File: src/rtl/mem_port_arbiter_if.sv
// ---------------------------------------------------------------------------
// mem_port_arbiter_if
//   Bundles the two requester ports and the memory-side bus of
//   mem_port_arbiter.
//   Port 0 is MEM-stage load/store. Port 1 is instruction fetch and is read-only.
//
//   Signals
//     req0/we0/addr0/wdata0   port 0 request, write flag, byte address, store data
//     gnt0/done0/rdata0/err0  port 0 grant pulse, completion pulse, load data, fault
//     req1/addr1              port 1 fetch request and byte address
//     gnt1/done1/rdata1/err1  port 1 grant, completion, fetched word, fault
//     mem_read/mem_write      strobes to the Memory instance
//     mem_addr/mem_wd/mem_rd  Memory address, write data and read data
//     busy                    arbiter is not idle
//
//   Modports
//     master  requesters plus the memory model (the environment side)
//     slave   the arbiter itself
// ---------------------------------------------------------------------------
interface mem_port_arbiter_if;
  logic        req0;
  logic        we0;
  logic [31:0] addr0;
  logic [31:0] wdata0;
  logic        gnt0;
  logic        done0;
  logic [31:0] rdata0;
  logic        err0;

  logic        req1;
  logic [31:0] addr1;
  logic        gnt1;
  logic        done1;
  logic [31:0] rdata1;
  logic        err1;

  logic        mem_read;
  logic        mem_write;
  logic [31:0] mem_addr;
  logic [31:0] mem_wd;
  logic [31:0] mem_rd;
  logic        busy;

  modport master (
    output req0, we0, addr0, wdata0, req1, addr1, mem_rd,
    input  gnt0, done0, rdata0, err0, gnt1, done1, rdata1, err1,
           mem_read, mem_write, mem_addr, mem_wd, busy
  );

  modport slave (
    input  req0, we0, addr0, wdata0, req1, addr1, mem_rd,
    output gnt0, done0, rdata0, err0, gnt1, done1, rdata1, err1,
           mem_read, mem_write, mem_addr, mem_wd, busy
  );
endinterface

File: src/rtl/mem_port_arbiter.sv
// ---------------------------------------------------------------------------
// mem_port_arbiter
//   Shares one byte-addressed data memory between two requesters.
//   Port 0 is load/store and port 1 is instruction fetch.
//   Only one word access is in flight at a time.
//
//   The FSM runs IDLE -> ACCESS -> DONE -> IDLE.
//   A misaligned or out-of-range address skips ACCESS and goes straight to
//   DONE with err set.
//
//   Timing
//     A grant is combinational in the IDLE cycle (cycle 0).
//     The memory is driven for MEM_LAT cycles.
//     The done pulse comes in cycle MEM_LAT+1, or in cycle 1 for a fault.
//
//   Ports
//     clk, rst_n   clock and asynchronous active-low reset
//     bus          mem_port_arbiter_if.slave (requesters and memory bus)
//
//   Parameters
//     MEM_LAT      cycles the memory interface is held per access (>= 1)
//     MEM_BYTES    memory size in bytes, used for the bounds check
//
//   Build option
//     ARB_RR_EN    when defined, the arbiter is round-robin: if both ports
//                  request, the port not granted last wins.
//                  When undefined, port 0 has fixed priority.
// ---------------------------------------------------------------------------
module mem_port_arbiter #(
  parameter int unsigned MEM_LAT   = 1,
  parameter int unsigned MEM_BYTES = 1024
) (
  input  logic              clk,
  input  logic              rst_n,
  mem_port_arbiter_if.slave bus
);

  localparam int unsigned     CNT_W    = (MEM_LAT > 1) ? $clog2(MEM_LAT) : 1;
  localparam logic [CNT_W-1:0] LAT_LOAD = CNT_W'(MEM_LAT - 1);
  localparam logic [31:0]     ADDR_MAX = 32'(MEM_BYTES - 4);

  typedef enum logic [1:0] {
    S_IDLE,
    S_ACCESS,
    S_DONE
  } state_t;

  state_t           state;
  logic             cur_id;    // port being served: 0 or 1
  logic             cur_we;
  logic [CNT_W-1:0] lat_cnt;   // remaining ACCESS cycles after this one

  logic             prefer0;
  logic             win0;
  logic             win1;
  logic             sel_we;
  logic             sel_fault;
  logic [31:0]      sel_addr;
  logic [31:0]      sel_wdata;

`ifdef ARB_RR_EN
  logic last_id;               // port granted most recently
  assign prefer0 = last_id;    // port 1 went last, so it is port 0's turn
`else
  assign prefer0 = 1'b1;
`endif

  // Grants are Mealy outputs in IDLE.
  // They are gated by rst_n so that nothing is granted while reset is held.
  assign win0     = (state == S_IDLE) && rst_n && bus.req0 && (!bus.req1 || prefer0);
  assign win1     = (state == S_IDLE) && rst_n && bus.req1 && !win0;
  assign bus.gnt0 = win0;
  assign bus.gnt1 = win1;

  always_comb begin
    // NOTE: defaults first, so every path assigns every signal and no latch is inferred.
    sel_addr  = bus.addr1;
    sel_we    = 1'b0;
    sel_wdata = '0;
    if (win0) begin
      sel_addr  = bus.addr0;
      sel_we    = bus.we0;
      sel_wdata = bus.wdata0;
    end
  end

  assign sel_fault = (sel_addr[1:0] != 2'b00) || (sel_addr > ADDR_MAX);

  // NOTE: state and registered outputs use non-blocking assignments, so every
  // right-hand side sees the pre-edge value no matter how statements are ordered.
  always_ff @(posedge clk or negedge rst_n) begin
    if (!rst_n) begin
      state         <= S_IDLE;
      cur_id        <= 1'b0;
      cur_we        <= 1'b0;
      lat_cnt       <= '0;
      bus.done0     <= 1'b0;
      bus.done1     <= 1'b0;
      bus.err0      <= 1'b0;
      bus.err1      <= 1'b0;
      bus.rdata0    <= '0;
      bus.rdata1    <= '0;
      bus.mem_read  <= 1'b0;
      bus.mem_write <= 1'b0;
      bus.mem_addr  <= '0;
      bus.mem_wd    <= '0;
      bus.busy      <= 1'b0;
`ifdef ARB_RR_EN
      last_id       <= 1'b1;
`endif
    end else begin
      case (state)
        S_IDLE: begin
          if (win0 || win1) begin
            cur_id       <= win1;
            cur_we       <= sel_we;
            bus.mem_addr <= sel_addr;
            bus.mem_wd   <= sel_wdata;
            bus.busy     <= 1'b1;
`ifdef ARB_RR_EN
            last_id      <= win1;
`endif
            if (sel_fault) begin
              state     <= S_DONE;
              bus.done0 <= win0;
              bus.done1 <= win1;
              bus.err0  <= win0;
              bus.err1  <= win1;
            end else begin
              state         <= S_ACCESS;
              lat_cnt       <= LAT_LOAD;
              bus.mem_read  <= !sel_we;
              // With a single-cycle access, the first ACCESS cycle is also the write cycle.
              bus.mem_write <= sel_we && (MEM_LAT == 1);
            end
          end
        end

        S_ACCESS: begin
          if (lat_cnt == '0) begin
            state         <= S_DONE;
            bus.mem_read  <= 1'b0;
            bus.mem_write <= 1'b0;
            bus.done0     <= !cur_id;
            bus.done1     <= cur_id;
            if (!cur_we) begin
              if (cur_id) bus.rdata1 <= bus.mem_rd;
              else        bus.rdata0 <= bus.mem_rd;
            end
          end else begin
            lat_cnt       <= lat_cnt - 1'b1;
            // Assert write only for the last ACCESS cycle, so there is exactly one write edge.
            bus.mem_write <= cur_we && (lat_cnt == CNT_W'(1));
          end
        end

        S_DONE: begin
          state     <= S_IDLE;
          bus.done0 <= 1'b0;
          bus.done1 <= 1'b0;
          bus.err0  <= 1'b0;
          bus.err1  <= 1'b0;
          bus.busy  <= 1'b0;
        end

        default: state <= S_IDLE;
      endcase
    end
  end

endmodule

File: src/flat_wrapper.sv
// flat-port wrapper written by rule: the top's interface ports become plain ports
module mem_port_arbiter_flat 
#(
  parameter int unsigned MEM_LAT   = 1,
  parameter int unsigned MEM_BYTES = 1024
)
  (clk, rst_n, bus_req0, bus_we0, bus_addr0, bus_wdata0, bus_req1, bus_addr1, bus_mem_rd, bus_gnt0, bus_done0, bus_rdata0, bus_err0, bus_gnt1, bus_done1, bus_rdata1, bus_err1, bus_mem_read, bus_mem_write, bus_mem_addr, bus_mem_wd, bus_busy);
  mem_port_arbiter_if bus_i ();
  input  logic clk;
  input  logic rst_n;
  input wire logic [$bits(bus_i.req0)-1:0] bus_req0;
  input wire logic [$bits(bus_i.we0)-1:0] bus_we0;
  input wire logic [$bits(bus_i.addr0)-1:0] bus_addr0;
  input wire logic [$bits(bus_i.wdata0)-1:0] bus_wdata0;
  input wire logic [$bits(bus_i.req1)-1:0] bus_req1;
  input wire logic [$bits(bus_i.addr1)-1:0] bus_addr1;
  input wire logic [$bits(bus_i.mem_rd)-1:0] bus_mem_rd;
  output wire logic [$bits(bus_i.gnt0)-1:0] bus_gnt0;
  output wire logic [$bits(bus_i.done0)-1:0] bus_done0;
  output wire logic [$bits(bus_i.rdata0)-1:0] bus_rdata0;
  output wire logic [$bits(bus_i.err0)-1:0] bus_err0;
  output wire logic [$bits(bus_i.gnt1)-1:0] bus_gnt1;
  output wire logic [$bits(bus_i.done1)-1:0] bus_done1;
  output wire logic [$bits(bus_i.rdata1)-1:0] bus_rdata1;
  output wire logic [$bits(bus_i.err1)-1:0] bus_err1;
  output wire logic [$bits(bus_i.mem_read)-1:0] bus_mem_read;
  output wire logic [$bits(bus_i.mem_write)-1:0] bus_mem_write;
  output wire logic [$bits(bus_i.mem_addr)-1:0] bus_mem_addr;
  output wire logic [$bits(bus_i.mem_wd)-1:0] bus_mem_wd;
  output wire logic [$bits(bus_i.busy)-1:0] bus_busy;
  assign bus_i.req0 = bus_req0;
  assign bus_i.we0 = bus_we0;
  assign bus_i.addr0 = bus_addr0;
  assign bus_i.wdata0 = bus_wdata0;
  assign bus_i.req1 = bus_req1;
  assign bus_i.addr1 = bus_addr1;
  assign bus_i.mem_rd = bus_mem_rd;
  assign bus_gnt0 = bus_i.gnt0;
  assign bus_done0 = bus_i.done0;
  assign bus_rdata0 = bus_i.rdata0;
  assign bus_err0 = bus_i.err0;
  assign bus_gnt1 = bus_i.gnt1;
  assign bus_done1 = bus_i.done1;
  assign bus_rdata1 = bus_i.rdata1;
  assign bus_err1 = bus_i.err1;
  assign bus_mem_read = bus_i.mem_read;
  assign bus_mem_write = bus_i.mem_write;
  assign bus_mem_addr = bus_i.mem_addr;
  assign bus_mem_wd = bus_i.mem_wd;
  assign bus_busy = bus_i.busy;
  mem_port_arbiter #(.MEM_LAT(MEM_LAT), .MEM_BYTES(MEM_BYTES)) u_core (.clk(clk), .rst_n(rst_n), .bus(bus_i));
endmodule
File: config.mk
export PLATFORM = sky130hd
export DESIGN_NAME = mem_port_arbiter_flat
export DESIGN_NICKNAME = d
export VERILOG_FILES = /design/src/rtl/mem_port_arbiter_if.sv /design/src/rtl/mem_port_arbiter.sv /design/src/flat_wrapper.sv
export SDC_FILE = /design/constraint.sdc
export NUM_CORES = 1
export LEC_CHECK = 0
export BUFFER_PORTS_ARGS = -buffer_cell sky130_fd_sc_hd__buf_2
export CORE_MARGIN = 1.5
export CORE_UTILIZATION = 35
export CTS_CLUSTER_DIAMETER = 30
export DETAILED_ROUTE_END_ITERATION = 7
export PLACE_DENSITY = 0.66
export SETUP_SLACK_MARGIN = 0.05
export SLEW_MARGIN = 5
export SYNTH_ARGS = -nofsm -noshare
export SYNTH_HDL_FRONTEND = slang
export SYNTH_SLANG_ARGS = --single-unit
File: constraint.sdc
create_clock -name clk -period 1.6 [get_ports clk]
set_input_delay 0.08 -clock clk [delete_from_list [all_inputs] [get_ports clk]]
set_output_delay 0.08 -clock clk [all_outputs]
set_load 0.02 [all_outputs]
==> run_results.csv <==
group,metric,value,unit
placement,numPortBuffers,269,
clocking,cts.clk_slew.worst_paths,60,ps
logic_synthesis,ys_types,32,
logic_synthesis,ys_top_cells_by_area,"dfrtp_1 (61%), mux2_2 (13%), nand2_1 (5.0%), a22o_1 (4.9%), a31oi_1 (3.5%)",
timing,hold_viol,0,
floorplanning,ios,270,
timing,slew-limit-headroom,51.30,%
logic_synthesis,synth_edf_count,0,
logic_synthesis,ys_seq_area_share,61.42,%
layout,area_delta_synth_final,87.80,%
run_status,failed_checks,"setup timing",
run_status,status,"complete, but fails checks",
logic_synthesis,ys_seq_elements,139,
setup_path,cp_max_fo,3,
global_routing,grt_pass1_wl,28520,um
flow_run,cap_violations,0,
setup_path,cp-start-kind,"input pin",
clocking,clk_path_buf_depth,2,
power_and_ir_drop,pwr-share-clk,18.0,%
placement,dpl.cell_count,957,
power_and_ir_drop,combPwrFrac,50.8,%
logic_synthesis,syn_inst,470,
power_and_ir_drop,ir_drop,0.9164,mV
detailed_routing,drt_wl_total,22200,um
floorplanning,die_h,130.2,um
floorplanning,start_util,35.78,%
detailed_routing,route.detailed.drc,0,
clocking,cts_tree,"built",
power_and_ir_drop,p_per_area,1856,nW/um2
floorplanning,die_area,16950,um2
power_and_ir_drop,power_frac_seq,31.2,%
detailed_routing,ant_nets,0,
placement,dp_slack,-193.1,ps
timing,fin_ws,-119.9,ps
logic_synthesis,synth_fa_ha_area_share,0.6628,%
global_routing,first_global_vias,5609,
detailed_routing,wire_per_inst,19.31,um
timing,min_period_over_period,107.5,%
worst_hold_path,hp-class,"input pin to flip-flop",
layout,drive_gt1_share,55.67,%
timing,rsz0062_at_grt,"true",
logic_synthesis,yosysMostFrequentCell,"dfrtp_1",
power_and_ir_drop,sw_frac_of_total,40.53,%
logic_synthesis,netlist_area,5663,um2
layout,final_util,67.19,%
clocking,cts-root-buf,"clkbuf_16",
timing,finClkSkew,7.740,ps
detailed_routing,drtIter0Drc,251,
logic_synthesis,yosys_warnings,0,
global_routing,antenna_found_initial,0,
logic_synthesis,syn_nets,606,
layout,n_antenna_cell,0,
placement,gp_congestion,0.8573,
layout,final.fill_count,1106,
layout,final_nets,1057,
detailed_routing,drtPass1Iterations,5,
logic_synthesis,syn_area_per_cell,12.05,um2
clocking,htree_levels,4,
timing,hold-worst-slack,45.14,ps
detailed_routing,vias_per_cell,5.061,
timing,setup_viol,88,
global_routing,grt_max_degree,136,
logic_synthesis,async_flop_share,100.0,%
setup_path,arrival,2040,ps
logic_synthesis,synth_common_cells,"dfrtp_1 (139), nand2_1 (76), mux2_2 (64)",
logic_synthesis,synth_mux_area_share,12.73,%
clocking,worstSkewPairLatency,420,ps
timing,worst_slew_pin_slew,730.6,ps
setup_path,crit_required,1920,ps
power_and_ir_drop,p_sw,8.002,mW
power_and_ir_drop,p_leak,5.107,nW
logic_synthesis,synth_top_family_by_area,"multiplexers",
global_routing,grt_remaining_overflow,0,
logic_synthesis,synthXorXnorAreaFrac,0,%
layout,finalNonFillerCells,1150,
logic_synthesis,yosys_most_used_dff,"dfrtp_1",
floorplanning,rows,46,
timing,drv_slew,0,
setup_path,crit_type,"input pin to flip-flop",
logic_synthesis,synth_top_area_share,61.42,%
floorplanning,core-area,15830,um2
timing,setup_tns,-5447,ps
clocking,clock-sinks,139,
floorplanning,fp.dieW,130.2,um
timing,period_needed,1720,ps
logic_synthesis,synth_area_leader_cell,"dfrtp_1",
power_and_ir_drop,intPower,11.74,mW
detailed_routing,num_vias,5820,
logic_synthesis,synth_simple_gate_area_share,11.62,%
global_routing,grt_use_total,22.16,%
setup_path,setup.worst_path.end_class,"flip-flop",
timing,max_freq,581.4,MHz
logic_synthesis,synth-compound-area-share,11.03,%
placement,dp_hpwl,10940,um
clocking,cts-buffers-inserted,17,
## sequential cells by signal (all words and copies together), names as in the netlist
signal                flops
u_core.bus.rdata1        32
u_core.bus.mem_addr      32
u_core.bus.mem_wd        32
u_core.bus.mem_read       1
u_core.bus.mem_write      1
u_core.bus.err1           1
u_core.bus.err0           1
u_core.bus.done1          1
u_core.state              2
u_core.bus.busy           1
u_core.cur_we             1
u_core.bus.rdata0        32
u_core.bus.done0          1
u_core.cur_id             1
## power groups by stage
stage               Sequential (mW)  Clock (mW)  Combinational, mW
floorplan                      8.08           0               2.76
CTS                            6.06        3.60               8.48
finish                         6.16        3.55               10.0
global route                   6.35        3.77               10.6
detailed placement             6.09           0               7.58
global placement               6.06           0               7.48
## timing repair
| action | 4_1_cts | 5_1_grt |
|---|---|---|
| endpoints found under the setup margin | 123 | 141 |
| pin swaps | 6 | 70 |
| gates cloned | 9 | 13 |
| hold endpoints to repair | 268 | 0 |
| hold buffers | 121 | 0 |
| gates resized for setup | 28 | 137 |
| setup buffers | 12 | 11 |
## worst paths after layout
check | startpoint | end | slack, ps | depth (start not counted)
max | bus_addr1[25] | u_core.bus.done1 | -120 | 8
min | bus_req0 | u_core.bus.mem_addr[9] | 50 | 3
max reg2reg | u_core.state[1] | u_core.bus.mem_wd[26] | -110 | 7
min reg2reg | u_core.bus.mem_wd[19] | u_core.bus.mem_wd[19] | 500 | 1
max in group asynchronous | rst_n | u_core.bus.mem_wd[6] | 530 | 3
min in group asynchronous | rst_n | u_core.state[1] | 120 | 2
## cell families (layout without fill, tap and decap cells)
logic type / after synthesis / count (layout)
muxes: 64 / 64
AOI/OAI and AO/OA: 83 / 83
DFF: 139 / 139
and+or+nand+nor: 146 / 146
adders and majority gates: 3 / 3
buffers and inverters: 35 / 499
## metal layers
layer  vias up  share of wire (%)  routed length [um]  track usage [%]
met5         -                  0                   0                0
met4         0                4.0                 888            10.52
met3        67                7.7                1699            5.330
met2       323                 50               11040            38.82
met1      2832                 39                8574            25.46
li1       2598                  -                   -                -
## cells in the final DEF, fill, tap and decap left out, drive strengths merged, types with 9 or more instances in the layout
cell / count
mux2: 64
dlygate4sd3: 120
nand2: 76
dfrtp: 139
inv: 9
clkbuf: 27
nor2: 39
a22o: 32
a31oi: 32
nor4: 12
buf: 329
## stage by stage
step | power (mW) | instance area, um2
global placement | 13.54 | 7503
global route | 20.73 | 10640
finish | 19.74 | 10640
detailed placement | 13.68 | 7503
floorplan | 10.84 | 5719
CTS | 18.14 | 9692
## layout make-up
cell class | instances | area [um2] | area share [%]
clock buffers | 18 | 429.2 | 4.035
clock inverters | 14 | 97.59 | 0.9176
inverters | 6 | 27.53 | 0.2588
multi-input cells | 296 | 2658 | 24.99
flip-flops and latches | 139 | 3478 | 32.71
well taps | 216 | 270.3 | 2.541
repair buffers | 461 | 3675 | 34.55
## worst max-delay path, stage by stage
cell and delay [ps]:
dlygate4sd3_1 560, buf_2 150, nor4_2 250, nand4_1 220, nor2_4 240, nor3_4 80, o21a_1 240, a221oi_2 230
Power figures use the tool's default switching activity.
